File: config.mk
export PLATFORM = sky130hd
export DESIGN_NAME = cache_flush_sequencer
export DESIGN_NICKNAME = d
export VERILOG_FILES = /design/src/rtl/cache_flush_sequencer.sv
export SDC_FILE = /design/constraint.sdc
export NUM_CORES = 1
export LEC_CHECK = 0
export CORE_UTILIZATION = 52
export CTS_BUF_LIST = sky130_fd_sc_hd__clkbuf_4 sky130_fd_sc_hd__clkbuf_8 sky130_fd_sc_hd__clkbuf_16
export DETAILED_ROUTE_END_ITERATION = 8
export PLACE_DENSITY = 0.86
export SLEW_MARGIN = 20
export SYNTH_ARGS = -nofsm -noshare
export SYNTH_HDL_FRONTEND = slang
export SYNTH_SLANG_ARGS = --single-unit
File: constraint.sdc
create_clock -name clk -period 2.6 [get_ports clk]
set_input_delay 0.39 -clock clk [delete_from_list [all_inputs] [get_ports clk]]
set_output_delay 0.39 -clock clk [all_outputs]
set_load 0.1 [all_outputs]
File: src/rtl/cache_flush_sequencer.sv
// cache_flush_sequencer: flush-manager side of the cache flush handshake.
// Accepts one core flush request, flushes the DCache (writeback) and then the
// ICache (invalidate), then pulses flushComplete to the core and both caches.
// A per-phase watchdog forces completion and raises a sticky error flag.
// Optional macro RSD_CACHE_FLUSH_PARALLEL_EN issues both cache requests at once
// and waits for both completes in a single PAR_WAIT phase.
module cache_flush_sequencer #(
    parameter int TIMEOUT_CYCLES = 4096,
    parameter int PERF_CNT_WIDTH = 32
) (
    input  logic                      clk,
    input  logic                      rst,
    input  logic                      flushReq,
    output logic                      flushBusy,
    output logic                      icFlushReq,
    input  logic                      icFlushReqAck,
    input  logic                      icFlushComplete,
    output logic                      dcFlushReq,
    input  logic                      dcFlushReqAck,
    input  logic                      dcFlushComplete,
    output logic                      flushComplete,
    output logic                      flushTimeout,
    output logic [PERF_CNT_WIDTH-1:0] flushCount
);

    // Watchdog counter only needs to reach TIMEOUT_CYCLES; keep at least one bit.
    localparam int WD_W = (TIMEOUT_CYCLES > 0) ? $clog2(TIMEOUT_CYCLES + 1) : 1;
    localparam bit WD_EN = (TIMEOUT_CYCLES > 0);
    // The hit fires in the last allowed cycle so the request is visible for
    // exactly TIMEOUT_CYCLES cycles before DONE.
    localparam logic [WD_W-1:0] WD_LAST = WD_EN ? WD_W'(TIMEOUT_CYCLES - 1) : '0;

`ifdef RSD_CACHE_FLUSH_PARALLEL_EN
    typedef enum logic [1:0] {IDLE, PAR_WAIT, DONE} state_t;
`else
    typedef enum logic [2:0] {IDLE, DC_REQ, DC_WAIT, IC_REQ, IC_WAIT, DONE} state_t;
`endif

    state_t                    r_state;
    state_t                    w_next;
    logic [WD_W-1:0]           r_wdog;
    logic                      r_timeout;
    logic [PERF_CNT_WIDTH-1:0] r_count;
    logic                      w_inPhase;
    logic                      w_wdogHit;
    logic                      w_phaseEntry;

`ifdef RSD_CACHE_FLUSH_PARALLEL_EN
    logic r_dcReq;
    logic r_icReq;
    logic r_dcDone;
    logic r_icDone;
    logic w_dcDoneNow;
    logic w_icDoneNow;

    assign w_inPhase    = (r_state == PAR_WAIT);
    assign w_phaseEntry = (r_state == IDLE) && (w_next == PAR_WAIT);
    // A complete arriving this cycle counts together with an earlier latched one.
    assign w_dcDoneNow  = r_dcDone | dcFlushComplete;
    assign w_icDoneNow  = r_icDone | icFlushComplete;
`else
    assign w_inPhase    = (r_state == DC_REQ) || (r_state == DC_WAIT) ||
                          (r_state == IC_REQ) || (r_state == IC_WAIT);
    assign w_phaseEntry = (w_next != r_state) &&
                          ((w_next == DC_REQ) || (w_next == IC_REQ));
`endif

    assign w_wdogHit = WD_EN && w_inPhase && (r_wdog == WD_LAST);

    // State register.
    always_ff @(posedge clk or posedge rst) begin
        if (rst) r_state <= IDLE;
        else     r_state <= w_next;
    end

    // Next-state decode; the watchdog takes priority over any handshake input.
    always_comb begin
        w_next = r_state;
        case (r_state)
            IDLE: if (flushReq) begin
`ifdef RSD_CACHE_FLUSH_PARALLEL_EN
                w_next = PAR_WAIT;
`else
                w_next = DC_REQ;
`endif
            end
`ifdef RSD_CACHE_FLUSH_PARALLEL_EN
            PAR_WAIT: begin
                if (w_wdogHit || (w_dcDoneNow && w_icDoneNow)) w_next = DONE;
            end
`else
            DC_REQ: begin
                if (w_wdogHit)          w_next = DONE;
                else if (dcFlushReqAck) w_next = dcFlushComplete ? IC_REQ : DC_WAIT;
            end
            DC_WAIT: begin
                if (w_wdogHit)            w_next = DONE;
                else if (dcFlushComplete) w_next = IC_REQ;
            end
            IC_REQ: begin
                if (w_wdogHit)          w_next = DONE;
                else if (icFlushReqAck) w_next = icFlushComplete ? DONE : IC_WAIT;
            end
            IC_WAIT: begin
                if (w_wdogHit || icFlushComplete) w_next = DONE;
            end
`endif
            DONE:    w_next = IDLE;
            default: w_next = IDLE;
        endcase
    end

    // Moore output decode from state and registered flags only.
    always_comb begin
        flushBusy     = (r_state != IDLE);
        flushComplete = (r_state == DONE);
        flushTimeout  = r_timeout;
        flushCount    = r_count;
`ifdef RSD_CACHE_FLUSH_PARALLEL_EN
        dcFlushReq    = r_dcReq;
        icFlushReq    = r_icReq;
`else
        dcFlushReq    = (r_state == DC_REQ);
        icFlushReq    = (r_state == IC_REQ);
`endif
    end

    // Per-phase watchdog: restart on phase entry, count while waiting on a cache.
    always_ff @(posedge clk or posedge rst) begin
        if (rst)               r_wdog <= '0;
        else if (w_phaseEntry) r_wdog <= '0;
        else if (w_inPhase)    r_wdog <= r_wdog + WD_W'(1);
    end

    // Sticky timeout flag, cleared only by reset.
    always_ff @(posedge clk or posedge rst) begin
        if (rst)            r_timeout <= 1'b0;
        else if (w_wdogHit) r_timeout <= 1'b1;
    end

    // Completed-flush counter, wraps naturally.
    always_ff @(posedge clk or posedge rst) begin
        if (rst)                  r_count <= '0;
        else if (r_state == DONE) r_count <= r_count + PERF_CNT_WIDTH'(1);
    end

`ifdef RSD_CACHE_FLUSH_PARALLEL_EN
    // Both requests rise on acceptance; each falls after its own ack or on phase exit.
    always_ff @(posedge clk or posedge rst) begin
        if (rst) begin
            r_dcReq <= 1'b0;
            r_icReq <= 1'b0;
        end else if (w_phaseEntry) begin
            r_dcReq <= 1'b1;
            r_icReq <= 1'b1;
        end else if (w_next != PAR_WAIT) begin
            r_dcReq <= 1'b0;
            r_icReq <= 1'b0;
        end else begin
            if (dcFlushReqAck) r_dcReq <= 1'b0;
            if (icFlushReqAck) r_icReq <= 1'b0;
        end
    end

    // Done flags latch each cache's complete during PAR_WAIT and clear in DONE.
    always_ff @(posedge clk or posedge rst) begin
        if (rst) begin
            r_dcDone <= 1'b0;
            r_icDone <= 1'b0;
        end else if (r_state == DONE) begin
            r_dcDone <= 1'b0;
            r_icDone <= 1'b0;
        end else if (w_inPhase) begin
            if (dcFlushComplete) r_dcDone <= 1'b1;
            if (icFlushComplete) r_icDone <= 1'b1;
        end
    end
`endif

endmodule
# Word level (Yosys, flattened, before mapping)
# Cells that the tools add are included.
# totals
output_inout_bits	37
word_cells	38
in_bits	7
register_bits	49
# op_classes
muxes	13
n_eq_ne	9
n_addsub	2
reduce_logical	10
# ops
operator	count
adder 32 x 1 -> 32 bit, second input constant	1
two-way mux 13 bit	2
two-way mux 3 bit	8
one-hot mux 3 bit (5 select lines)	1
adder 13 x 1 -> 13 bit, second input constant	1
equality test 13 x 12 -> 1 bit, second input constant	1
equality test 3 x 2 -> 1 bit, second input constant	3
equality test 3 x 1 -> 1 bit, second input constant	2
equality test 3 bit, second input constant	2
logical OR 1 bit	5
logical NOT 3 bit	1
inequality test 3 bit	1
nonzero test 3 bit	1
logical AND 1 bit	2
two-way mux 1 bit	2
nonzero test 2 bit	1

# Depth between registers and ports, before layout
# Gate-level depths: netlist (run 1).
# depth
depth_word	12
depth_mapped	7
ltp_nobuf	6

# Worst setup path after synthesis (run 1)
# OpenSTA, ideal clock, no wires.
# synth_timing
path_kind	reg2out
startpoint	register r_state[1]
endpoint	output dcFlushReq
arrival_time_ns	2.683
stages_incl_launch_ff	3
path_buffers	1
setup_slack_ns	-0.473
required_time_ns	2.210
path_cell_list	dfrtp_1 clkbuf_1 nor3_1
# synth_via
elab_chain_len	1
# synth_rtl
element	line_no	text
start, declared	39	state_t r_state;
start signal, assigned	73	else r_state <= w_next;
equality test 3 x 1 -> 1 bit	123	dcFlushReq = (r_state == DC_REQ);
end, declared	18	output logic dcFlushReq,
# No other way between the ends.

# Final worst setup path (run 1)
# layout_timing
startpoint	register r_wdog[8]
endpoint	register r_wdog[3]
# layout_via
elab_chain_len	9
elab_cells_between_ends	15
classes_between	4 x eq/ne; 6 x mux; 5 x reduce/logical
# layout_rtl
element	line_no	text
start, declared	41	logic [WD_W-1:0] r_wdog;
start signal, assigned	132	else if (w_inPhase) r_wdog <= r_wdog + WD_W'(1);
equality test 13 x 12 -> 1 bit (*)	68	assign w_wdogHit = WD_EN && w_inPhase && (r_wdog == WD_LAST);
logical AND 1 bit (*)	68	
logical OR 1 bit	105	if (w_wdogHit || icFlushComplete) w_next = DONE;
two-way mux 3 bit	105	
one-hot mux 3 bit (5 select lines) (*)	79	case (r_state)
equality test 3 x 1 -> 1 bit / equality test 3 x 2 -> 1 bit (equally long branches)	65	((w_next == DC_REQ) || (w_next == IC_REQ));
logical OR 1 bit	65	
logical AND 1 bit (*)	64	assign w_phaseEntry = (w_next != r_state) &&
two-way mux 13 bit / nonzero test 2 bit (equally long branches)	n/a	
# Mark *: on every way between the ends. The rest lies on a longest branch, timed or not.
# A chain may end at the register's enable or synchronous reset.

==> impl_summary.md, run 1 <==
Detailed routing
The detailed-route DRC error count is 0. Dividing the detail-routed wire length by the instance count gives 14.28 um. The total detailed-routing wirelength is 4.714 mm. The first-pass detailed-route iteration total is 6. The average vias per placed instance is 5.485.

The DRC marker count from the first detailed-route iteration is 103. The count of nets left with antenna violations once routing finished came out at 0. The routed layout has 1810 vias.

Power
The switching power as a share of total power is 0.4315. The part of the power in registers is 0.391. The share of total power dissipated in the clock network is 0.212. The total leakage power is around 0.0014 uW. The share of total power dissipated in combinational logic is 0.397. The analysis attributes to net switching a power of approximately 1100 uW. The total power consumption of the routed design is approximately 2400 uW. Across the VDD grid, the largest voltage drop is around 950 uV. The design internal power is roughly 1400 uW.

The power density of the placed cells is 822.7 nW/um2.

Logic synthesis
In this run, distinct cell masters in the synthesized netlist total 44. Synthesis produced a netlist whose cell count is 231. Synthesis produced a netlist with a net count of 240. The most instantiated flip-flop cell in the synthesis netlist is dfrtp_1. The register bit total from synthesis is 49. Summed over all instances, the cell type with the most area after synthesis is dfrtp_1. The area fraction of the dominant cell type after synthesis is 0.4977. The number of warnings reported in the yosys synthesis log is 0.

Counting flops with a built-in enable in the synthesized netlist gives 0. After synthesis the cells add up to 2464 um2. For this run, the register share of the synthesized area comes to 0.4977.

Ranked by total cell area, the synthesized netlist is headed by dfrtp_1, xnor2_1, xor2_1. Counting flops with an async set or reset pin after synthesis yields a share of 1.000. Averaged over all synthesized cells, the footprint is 10.66 um2.

Global route
Entering global routing, the biggest net connects 27 pins. The number of antenna violations at the first check in global routing is 0. After global routing, the most crowded layer is met2. The total routing usage reported by global routing is 0.2063. For this run, global-route usage on met1 was measured as 0.2605.

The global routing met2 resource utilization is 0.3504. The via count of the first global-routing pass came to 1776. The wire length of the first global-routing pass is 8.217 mm. The total overflow left after global routing is 0. The met3 capacity usage during global routing is 0.05128.

Timing
Adding up every negative setup slack in the final design gives 0 ns. The final critical delay including setup and external delays is about 2.2 ns. The final count of hold timing violations is 0. The final max-slew violation count is 0. Setup repair after global routing left no endpoint under its margin.

The maximum operating frequency is 452.5 MHz. Of the available clock period, the critical path in the final layout requires 0.8499. The worst slew margin relative to its limit is 0.5578. Setup violations remaining at the end of the flow were counted as 0. The clock skew is 0.006336 ns. The transition time of the tightest slew-check pin is 0.6573 ns.

Final layout
The share of post-route cells with drive strength above 1 is 0.2626. The final-stage net count is 287. The number of antenna diodes in the final layout is 0.

The library cell used most frequently in the layout, excluding fill and tap cells, is dfrtp_1. The post-synthesis to final-layout area growth is 20.42%. The non-filler instance count after layout is 330.

In the layout the commonest cells are dfrtp_1, buf_4, xnor2_1.

Job
Max-cap violations in this run came to 0.

Worst setup path
STA classifies the critical path endpoint as a flop. The highest fanout seen on the critical path is 13. The endpoint arrival time on the critical path is 2.43 ns. The category of the critical setup timing path is reg2reg. The required time reported for the critical path endpoint is between 2 and 3 ns. STA classifies the critical path startpoint as a flop.

Die
The floorplan step set the die height to just over 70 um. During I/O placement, the number of pins put on the boundary was 44. The region available for standard cell placement spans 4444 um2. The floorplan step defined a die boundary enclosing 5017 um2. After floorplanning, the core was divided into 24 placement rows. The horizontal die dimension is about 71 um. The effective utilization at floorplan is 0.5543.

Clocking
The latest clock arrival within the worst-skew pair is 0.30 ns. The setup fix buffers added after clock tree synthesis is 0. Counting along the longest clock path gives a buffer depth of 2. The CTS tree is yes. The count of H-tree levels built during CTS is 2. Clock-pin slew was measured on the worst setup and hold paths at 0.09 ns.

The library cell used as clock root buffer is clkbuf_8. The clock buffer count from CTS is 5. Once the clock tree was built, the resizer swapped 0 gates to a different size. The CTS sink count is 49. The total of hold buffers inserted after clock tree synthesis is 0.

Place
The port buffer count is 43. In this run, placement finished with an instance count of 323. The total half-perimeter wirelength after legalization and detailed placement is 3.578 mm. Routability-driven placement finished with a final weighted congestion of 0.8081.

Outcome
The flow ran to the end, and the final reports show no timing, DRC or antenna violations.

Hold path
The worst hold path class is in2async.
flip-flops by register name (all words and copies together), names as in the netlist:
signal and flops:
r_state 3, flushCount 32, flushTimeout 1, r_wdog 13
layer usage:
layer / up-vias / wire (um)
met5: - / 0
met4: 0 / 62
met3: 7 / 172
met2: 37 / 2345
met1: 876 / 2133
li1: 890 / -
per-stage QoR:
step	cell area (um2)	hold slack, ns	setup WS [ns]	util
6_report	2967	0.4487	0.3902	0.6675
5_1_grt	2967	0.4977	0.1628	0.6675
4_1_cts	2967	0.4624	0.3680	0.6675
3_5_place_dp	2863	0.4682	0.3524	0.6441
3_3_place_gp	2863	0.4627	0.4464	0.6441
2_1_floorplan	2469	0.5135	0.04170	-
layout make-up:
type	instances	area, um2
clock inverter	2	35.03
tap	52	65.06
sequential	49	1226
timing repair buffer	47	367.9
inverter	7	26.28
fill	370	1478
multi-input combinational	168	1177
clock buffer	5	68.82
cell families after synthesis:
| group | Yosys count | synth area share |
|---|---|---|
| adders and majority gates | 2 | 0.01016 |
| and+or+nand+nor | 93 | 0.2158 |
| AOI/OAI and AO/OA | 29 | 0.09193 |
| buffers and inverters | 14 | 0.02641 |
| DFF | 49 | 0.4977 |
| xor gates and xnor gates | 42 | 0.1493 |
| muxes | 2 | 0.008634 |
synthesized netlist by cell type, types with 2 or more instances:
library cell,number
a211oi_1,2
a21oi_1,3
a21oi_2,10
and3_1,6
clkbuf_1,4
dfrtp_1,49
ha_1,2
inv_1,7
nand2_1,25
nand2b_1,2
nand3_1,13
nand4_1,6
nand4_2,2
nor2_1,14
nor2b_1,4
nor3_1,7
nor4_1,2
nor4_4,2
o21ai_0,2
o21bai_1,3
or3_1,2
or3_4,2
xnor2_1,26
xor2_1,16
path summary, 6_finish.rpt:
check | startpoint | to | slack [ns] | depth (start not counted)
worst max-delay path | r_wdog[8] | r_wdog[3] | 0.39 | 5
worst min-delay path | rst | r_wdog[2] | 0.45 | 2
worst max register to register | r_wdog[8] | r_wdog[3] | 0.39 | 5
worst min register to register | flushCount[31] | flushCount[31] | 0.47 | 1
max in group asynchronous | rst | flushCount[13] | 1.56 | 3
min in group clk | flushCount[31] | flushCount[31] | 0.47 | 1
power by group through the flow:
stage	sequential (uW)	combinational, uW	clock, uW
finish	954	969	517
global route	970	1040	558
CTS	954	978	535
detailed placement	968	977	0
global placement	964	959	0
floorplan	1040	739	0
worst max-delay path, stage by stage, from the launching register on:
cell      delay, ns
dfrtp_1        0.43
nand4_2        0.17
nor4_4         0.53
o21bai_1       0.14
a221o_1        0.56
a211oi_1       0.30
No activity file was read; power rests on OpenSTA's default activity.
==> inputs of run 2 (changes only) <==
CORE_UTILIZATION = 47   (was 52)
PLACE_DENSITY = 0.82   (was 0.86)
clock period = 2.02 ns   (was 2.6 ns; I/O delays follow)
==> run 2 against run 1 <==
  * Global-route usage shrank 1.2 points
  * Utilization is 1.1 points lower
  * Clock power rose by 12%
  * Critical path type is now reg2out
  * Critical endpoint is now flushComplete
==> impl_summary.md, run 2 (synthesis results as in run 1) <==
Power
The total power consumption of the routed design is 3367 uW (was 2441 uW). The power density of the placed cells was 1052 nW/um2 (was 822.7 nW/um2). The total leakage power was 0.001441 uW (was 0.001399 uW). The maximum vdd ir drop is 1181 uV (was 951.6 uV).

Clocking
The clock-pin transition on the worst setup and hold timing paths came to 0.09 ns (about the same). The maximum clock insertion buffer count is 2 (unchanged). The CTS sink count was 49 (unchanged). The post-cts resize count came to 0 (unchanged). The count of H-tree levels built during CTS is 2 (unchanged). The total of hold buffers inserted after clock tree synthesis is 0 (unchanged). The clock buffer count from CTS is 5 (unchanged).

The library cell used as clock root buffer is clkbuf_8 (unchanged). The CTS tree is yes (unchanged). The setup fix buffers added after clock tree synthesis is 0 (unchanged). The latest clock arrival within the worst-skew pair was 0.30 ns (about the same).

Timing
The final critical delay including setup and external delays is roughly 1.9 ns. The final-report setup violation count is 0 (unchanged). The fraction of the cycle the final worst path needs is 0.9341. The clock skew is 0.007068 ns (was 0.006336 ns).

Static timing analysis puts the maximum clock frequency at 530.0 MHz. The final count of hold timing violations is 0 (unchanged). RSZ-0062 raised after global routing: false (unchanged). The final-layout setup total negative slack is 0 ns (unchanged). The final max-slew violation count is 0 (unchanged). The transition time of the tightest slew-check pin came to 0.4031 ns (was 0.6573 ns). The worst slew margin relative to its limit is 0.7292 (was 0.5578).

Global route
The remaining global-route overflow is 0 (unchanged). The number of antenna violations at the first check in global routing is 0 (unchanged). The pin count of the biggest net entering global routing is 50 (was 27).

The wire length of the first global-routing pass is 8.121 mm (was 8.217 mm). The total routing usage reported by global routing came to 0.1942 (was 0.2063). The via count of the first global-routing pass is 1770 (was 1776).

Die
The placeable core area is 4880 um2 (was 4444 um2). The vertical extent of the die was 74.40 um (was 70.83 um). The boundary pin count was 44 (unchanged). The effective utilization at floorplan is 0.5049 (was 0.5543). The horizontal die dimension is 74.40 um (was 70.83 um). The die area is 5535 um2 (was 5017 um2). The placement row count is 25 (was 24).

Hold path
The worst hold path class is in2async (unchanged).

Final layout
The number of flip-flops in the largest register is 32 (unchanged). The number of fill cells in the layout is 405 (was 370). The area taken by multi-input logic gates is 1205 um2 (was 1177 um2). The post-route core utilization is 0.6562 (was 0.6675). Commonest non-fill, non-tap cells in the layout: buf_4, xnor2_1, nand2_1, dfrtp_1, xor2_1 (was dfrtp_1, buf_4, xnor2_1). The storage element area is 1286 um2 (was 1226 um2).

The final antenna diode count is 0 (unchanged). The post-synthesis to final-layout area growth is 29.96% (was 20.42%). The most frequent standard cell in the layout excluding fill and tap cells is buf_4 (was dfrtp_1). The share of post-route cells with drive strength above 1 is 0.3819 (was 0.2626). The final-stage net count is 296 (was 287). The total non-filler cell area in the finished layout is 3202 um2 (was 2967 um2).

Detailed routing
The total met2 wirelength after detailed routing is 2.434 mm (was 2.345 mm). The number of vias after detailed routing was 1852 (was 1810). The DRC marker count from the first detailed-route iteration is 72 (was 103). The first-pass detailed-route iteration total is 4 (was 6). The detail-routed net length per standard cell is 13.68 um (was 14.28 um).

The total detailed-routing wirelength is 4.858 mm (was 4.714 mm). The wire length the detailed router placed on met1 is 2.151 mm (was 2.133 mm). The top routing layer in use is met4 (unchanged). The remaining antenna violation count after routing is 0 (unchanged). The detailed-route DRC error count is 0 (unchanged). The average vias per placed instance is 5.217 (was 5.485). The length of routed met3 wiring is 200 um (was 172 um).

Job
The count of maximum capacitance violations came to 0 (unchanged).

Worst setup path
The required time reported for the critical path endpoint is 1.72 ns (was 2.82 ns). The category of the critical setup timing path is reg2out (was reg2reg). The endpoint arrival time on the critical path is 1.58 ns (was 2.43 ns).

The kind of end point of the critical path is an output port (was flop). The highest fanout seen on the critical path is 6 (was 13). The launching element type of the critical path is a flop (unchanged).

Place
The cell area after placement is 3100 um2 (was 2863 um2). The total half-perimeter wirelength after legalization and detailed placement is 3.662 mm (was 3.578 mm). The port buffer count came to 43 (unchanged). The final weighted congestion of routability-driven global placement is 0.7659 (was 0.8081).

Outcome
Result of the run: complete, no violations (unchanged).
run 2: path summary, 6_finish.rpt:
kind / slack, ns / end / cells past startpoint / from
min in group clk: 0.48 / flushCount[31] / 1 / flushCount[31]
hold / removal: 0.35 / r_wdog[10] / 3 / rst
hold reg to reg: 0.48 / flushCount[31] / 1 / flushCount[31]
setup / recovery: 0.13 / flushComplete / 5 / r_state[0]
max in group asynchronous: 1.43 / flushCount[18] / 3 / rst
setup reg to reg: 0.14 / r_wdog[4] / 6 / r_wdog[8]
run 2: metrics by stage:
step,std cells,hold WS (ns),worst slack (ns)
final,355,0.3543,0.1332
after global routing,355,0.3745,0.005572
after CTS,355,0.3664,0.06497
after detailed placement,347,0.4734,0.1139
after global placement,347,0.4620,0.1233
after floorplan,231,0.4688,-0.09605
run 2: power breakdown:
| part | internal [uW] | leakage [uW] | switching, uW |
|---|---|---|---|
| combinational | 582 | 0.000766 | 1010 |
| clock | 246 | 0.0000445 | 334 |
| sequential | 1090 | 0.000631 | 109 |
| total | 1920 | 0.00144 | 1450 |
run 2: worst max-delay path, cell delays in order (launching register included):
cell and delay [ns]:
dfrtp_1 0.44, buf_4 0.17, nor2b_2 0.19, nand2_1 0.14, inv_1 0.15, buf_12 0.19
run 2: metal layers:
metal  global-route usage  up-vias
li1                     -      906
met1               0.2474      894
met2               0.3303       44
met3              0.04472        8
met4              0.05660        0
met5                    0        -
run 2: final cells by class:
type | count | area share
sequential | 49 | 0.4017
tap | 67 | 0.02618
clock buffer | 5 | 0.02149
timing repair buffer | 56 | 0.1594
inverter | 7 | 0.008206
clock inverter | 3 | 0.006643
multi-input combinational | 168 | 0.3763
==> inputs of run 3 (changes only) <==
SLEW_MARGIN = not set   (was 20)
==> results of run 3 <==
The final DEF is identical to that of run 2; final timing and power are the same.
